[src/rtl/tblink_rpc_ep_neto_arb_pkg.sv]
// Shared definitions for the endpoint network-output arbiter.
// Holds FSM state encodings, header field mask and source indices.
// Pure declarations; no timing or flow-control behaviour of its own.
package tblink_rpc_ep_neto_arb_pkg;

  typedef enum logic [1:0] {
    ST_IDLE = 2'd0,
    ST_HDR  = 2'd1,
    ST_CNT  = 2'd2,
    ST_DATA = 2'd3
  } arb_state_e;

  // Destination field of the header byte; bit 7 is reserved.
  localparam logic [6:0] HDR_ADDR_MASK = 7'h7F;

  localparam logic SRC_PT  = 1'b0;
  localparam logic SRC_TIP = 1'b1;

  // Count byte N encodes N+1 payload bytes; widen first so N=255 gives 256.
  function automatic logic [8:0] payload_len(input logic [7:0] cnt);
    return {1'b0, cnt} + 9'd1;
  endfunction

endpackage

[src/rtl/tblink_rpc_out_reg.sv]
// Single-entry 8-bit ready/valid register stage.
// Latency 1 cycle from input accept to output valid.
// Accepts when empty or draining this cycle, so full rate under load+unload.
module tblink_rpc_out_reg (
  input  logic       clk_i,
  input  logic       rst_i,
  input  logic       in_valid_i,
  output logic       in_ready_o,
  input  logic [7:0] in_dat_i,
  output logic       out_valid_o,
  input  logic       out_ready_i,
  output logic [7:0] out_dat_o
);

  logic       valid_q, valid_d;
  logic [7:0] dat_q, dat_d;

  assign in_ready_o  = ~valid_q | out_ready_i;
  assign out_valid_o = valid_q;
  assign out_dat_o   = dat_q;

  // Load on input handshake, otherwise clear when the consumer takes the byte.
  always_comb begin
    valid_d = valid_q;
    dat_d   = dat_q;
    if (in_valid_i && in_ready_o) begin
      valid_d = 1'b1;
      dat_d   = in_dat_i;
    end else if (out_ready_i) begin
      valid_d = 1'b0;
    end
  end

  // Storage register; data stays stable while the output is stalled.
  always_ff @(posedge clk_i or posedge rst_i) begin
    if (rst_i) begin
      valid_q <= 1'b0;
      dat_q   <= 8'h00;
    end else begin
      valid_q <= valid_d;
      dat_q   <= dat_d;
    end
  end

endmodule

[src/rtl/tblink_rpc_ep_neto_arb.sv]
// Packet-granular round-robin arbiter of pass-through and TIP bytes onto neto.
// Latency 1 cycle source-accept to neto_valid; one idle bubble per packet.
// Source ready follows the output register; halt blocks only new grants.
module tblink_rpc_ep_neto_arb
  import tblink_rpc_ep_neto_arb_pkg::*;
#(
  parameter logic RR_INIT = 1'b0
) (
  input  logic       uclock,
  input  logic       reset,
  input  logic       hreq_i,
  output logic       hreq_o,
  input  logic       pt_valid,
  output logic       pt_ready,
  input  logic [7:0] pt_dat,
  input  logic       tip_valid,
  output logic       tip_ready,
  input  logic [7:0] tip_dat,
  output logic       neto_valid,
  input  logic       neto_ready,
  output logic [7:0] neto_dat
);

  arb_state_e state_q, state_d;
  logic       grant_q, grant_d;
  logic       last_q, last_d;
  logic [8:0] rem_q, rem_d;

  logic       busy;
  logic       src_valid;
  logic [7:0] src_dat;
  logic       reg_in_ready;
  logic       src_acc;

  assign busy      = (state_q != ST_IDLE);
  assign src_valid = (grant_q == SRC_TIP) ? tip_valid : pt_valid;
  assign src_dat   = (grant_q == SRC_TIP) ? tip_dat   : pt_dat;
  assign src_acc   = busy & src_valid & reg_in_ready;

  assign pt_ready  = busy & (grant_q == SRC_PT)  & reg_in_ready;
  assign tip_ready = busy & (grant_q == SRC_TIP) & reg_in_ready;

  // Quiesced means idle with nothing left in the output register.
  assign hreq_o = hreq_i & ~reset & (state_q == ST_IDLE) & ~neto_valid;

  tblink_rpc_out_reg u_out_reg (
    .clk_i       (uclock),
    .rst_i       (reset),
    .in_valid_i  (busy & src_valid),
    .in_ready_o  (reg_in_ready),
    .in_dat_i    (src_dat),
    .out_valid_o (neto_valid),
    .out_ready_i (neto_ready),
    .out_dat_o   (neto_dat)
  );

  // Packet framing walk and grant selection.
  always_comb begin
    state_d = state_q;
    grant_d = grant_q;
    last_d  = last_q;
    rem_d   = rem_q;
    case (state_q)
      ST_IDLE: begin
        if (!hreq_i && (pt_valid || tip_valid)) begin
          // Contention goes to whichever source did not have the last packet.
          grant_d = (pt_valid && tip_valid) ? ~last_q : tip_valid;
          state_d = ST_HDR;
        end
      end
      ST_HDR: begin
        if (src_acc) state_d = ST_CNT;
      end
      ST_CNT: begin
        if (src_acc) begin
          rem_d   = payload_len(src_dat);
          state_d = ST_DATA;
        end
      end
      ST_DATA: begin
        if (src_acc) begin
          rem_d = rem_q - 9'd1;
          if (rem_q == 9'd1) begin
            state_d = ST_IDLE;
            last_d  = grant_q;
          end
        end
      end
      default: state_d = ST_IDLE;
    endcase
  end

  // Arbiter state; the last-grant pointer starts opposite RR_INIT so RR_INIT wins first.
  always_ff @(posedge uclock or posedge reset) begin
    if (reset) begin
      state_q <= ST_IDLE;
      grant_q <= SRC_PT;
      last_q  <= ~RR_INIT;
      rem_q   <= 9'd0;
    end else begin
      state_q <= state_d;
      grant_q <= grant_d;
      last_q  <= last_d;
      rem_q   <= rem_d;
    end
  end

endmodule

[config.mk]
export PLATFORM = sky130hd
export DESIGN_NAME = tblink_rpc_ep_neto_arb
export DESIGN_NICKNAME = d
export VERILOG_FILES = /design/src/rtl/tblink_rpc_ep_neto_arb_pkg.sv /design/src/rtl/tblink_rpc_out_reg.sv /design/src/rtl/tblink_rpc_ep_neto_arb.sv
export SDC_FILE = /design/constraint.sdc
export NUM_CORES = 1
export LEC_CHECK = 0
export BUFFER_PORTS_ARGS = -buffer_cell sky130_fd_sc_hd__buf_2
export CORE_UTILIZATION = 53
export CTS_CLUSTER_SIZE = 8
export DETAILED_ROUTE_END_ITERATION = 10
export PLACE_DENSITY_LB_ADDON = 0.12
export SLEW_MARGIN = 10
export SYNTH_ARGS = -nofsm -noshare
export SYNTH_HDL_FRONTEND = slang
export SYNTH_SLANG_ARGS = --single-unit
[constraint.sdc]
create_clock -name uclock -period 2.7 [get_ports uclock]
set_clock_uncertainty 0.1 [all_clocks]
set_input_delay 0.27 -clock uclock [delete_from_list [all_inputs] [get_ports uclock]]
set_output_delay 0.27 -clock uclock [all_outputs]
set_load 0.005 [all_outputs]
==> reports/qor.txt <==
TritonCTS clock tree -> done
Total Neg Setup Slack -> 0 ns
max-slew violations -> 0
max_slew headroom -> 43.4%
CTS sink count -> 22
Placed Cells -> 220
peak supply drop -> 0.797 mV
vias per cell -> 6.00
syn_area_per_cell -> 9.08 um2
worst path required time -> 2.78 ns
Clock Path Buffers -> 2
final-report setup violation count -> 0
worst reg2reg setup slack -> 0.53 ns
Final HPWL DP -> 2700 um
asr flop ratio synth -> 100%
post-synthesis cell count -> 161
fin crit share -> 80.3%
Hold WC Path Type -> in2async
Netlist cell types -> 44
Core Region -> 0.00254 mm2
largest net degree at the start of global routing -> 23
via count -> 1,345
FF-to-FF Start -> grant_q
Hold Fails Final Rpt -> 0
critical path launch point type -> flop
setup ws final -> 0.532 ns
fin cells -> 224
Die ar. -> 0.00297 mm2
DP Area -> 0.00166 mm2
commonest non-fill, non-tap cell in the layout -> buf_2
port buffer count -> 33
post-synthesis sequential area ratio -> 37.7%
cts-stage hold buffer count -> 0
total track usage -> 27.5%
Final Core Density -> 66.2%
CTS H-tree depth -> 1
outcome -> finished, final reports clean
Ports -> 34
Critical Path Start -> grant_q
routed wire length -> 3440 um
ratio of cells with drive above 1 in the final layout -> 25.8%
setup bufs post-CTS -> 0
Layout area overhead -> 15.1%
Post-Syn Nets -> 190
Least-Margin Pin Slew -> 0.848 ns
Setup CP Type -> reg2reg
EDFF count, synth -> 0
ANT cells -> 0
static leakage -> 0.745 nW
Finished Cell Area -> 0.00168 mm2
RD Place Congestion -> 0.776
Final min period -> 2.17 ns
critical path peak fanout -> 17
Die X-Extent -> 54.5 um
most frequent cells in the layout -> buf_2 (33), dfrtp_1 (21), nor2_1 (19)
CP Capture Type -> flop
die height -> 54.5 um
Clk Latency, worst-skew pair -> 0.31 ns
RSZ-0062 raised after global routing -> no
R2R cell count -> 8
drt first pass iters -> 4
Mapped Area -> 0.00146 mm2
post-route ant nets -> 0
CTS Buf Count -> 3
DRC -> 0
Root Driver -> clkbuf_4
CP Capture Point -> rem_q[8]
cts repair resizes -> 0
vias in the first global route -> 1,316
Avg WL per Cell -> 15.4 um
fmax -> 461 MHz
1st-iter DRT viols -> 25
PD cells -> 1080 mW/mm2
#FFs+latches synth -> 22
Reg clk slew, reported paths -> 0.12 ns
Setup WS pre-CTS -> 0.566 ns
crit path DAT -> 2.25 ns
number of nets in the layout -> 224
worst reg2reg endpoint -> rem_q[8]
Rows -> 18
Max-cap violations -> 0
top_reg_cell synth -> dfrtp_1
Fill cells -> 212
global-route wire length before repair -> 5750 um
Ys Warns -> 0
Initial Util -> 57.5%
initial antenna violation count -> 0
Overflow after GRT -> 0
-- cells by family (layout without fill, tap and decap cells) --
logic type | Yosys count | after routing | share of synthesized area (%)
buffers and inverters | 13 | 46 | 3.59
AO/OA/AOI/OAI | 38 | 38 | 16.0
flip-flops | 22 | 22 | 37.7
XOR/XNOR | 6 | 6 | 3.59
adder cells (fa/ha/maj) | 7 | 7 | 5.99
AND/OR/NAND/NOR | 62 | 62 | 23.5
multiplexers | 13 | 13 | 9.58
-- synthesized netlist by cell type (3+ instances only) --
cell	n	share of area, %
buf_2	3	1.0
xnor2_1	5	3.0
dfrtp_1	21	36
clkbuf_1	4	1.0
nand2b_1	3	1.3
nor2_1	19	4.9
ha_1	7	6.0
nand4_1	3	1.3
mux2i_1	5	3.4
inv_1	6	1.5
nand4b_1	3	1.8
nor3_1	3	1.0
a21oi_1	15	5.1
o21ai_0	8	2.7
nand2_1	8	2.1
mux2_2	6	4.6
nand3_1	6	2.1
and3_1	3	1.3
-- worst min-delay path by stage --
stage                     slack (ns)  endpoint  startpoint
after floorplan                 0.16   grant_q       reset
after global placement          0.39   grant_q       reset
after detailed placement        0.39   grant_q       reset
after CTS                       0.04  rem_q[2]       reset
after global routing             0.1  rem_q[8]       reset
final                           0.02  rem_q[2]       reset
-- through the flow --
stage,hold WS (ns),total power (W)
after floorplan,0.158,0.00136
after global placement,0.386,0.00162
after detailed placement,0.391,0.00166
after CTS,0.0445,0.00182
after global routing,0.0997,0.00199
final,0.0180,0.00182
-- where the power goes --
part	total [W]	internal, W	switching [W]
Clock	0.000161	0.0000578	0.000103
Combinational	0.00102	0.000471	0.000551
Sequential	0.000632	0.000492	0.000141
-- area by class of cell --
class	count	area, um2	share of cell area [%]
sequential	22	552	32.8
tap	30	37.5	2.23
timing repair buffer	36	188	11.1
clock buffer	4	26.3	1.56
inverter	6	22.5	1.34
multi-input combinational	126	858	51.0
-- registers in the layout, indices dropped and copies added, names as in the netlist --
name / cells
u_out_reg.out_dat_o: 8
last_q: 1
u_out_reg.out_valid_o: 1
rem_q: 9
state_q: 2
grant_q: 1
-- worst max-delay path, stage by stage, from the launching register on --
cell and delay [ns]:
dfrtp_1 0.45, buf_4 0.25, mux2_2 0.40, ha_1 0.25, nand4b_1 0.12, a22oi_1 0.12
and3_1 0.19, o22ai_1 0.10, a21oi_1 0.05
-- layer usage --
metal	up-vias	part of all wire, %	track usage (%)
met1	644	45	33.4
met2	38	48	48.4
met4	0	2.7	12.0
met5	-	0	0
li1	654	-	-
met3	9	3.9	3.06
Power figures use the tool's default switching activity.
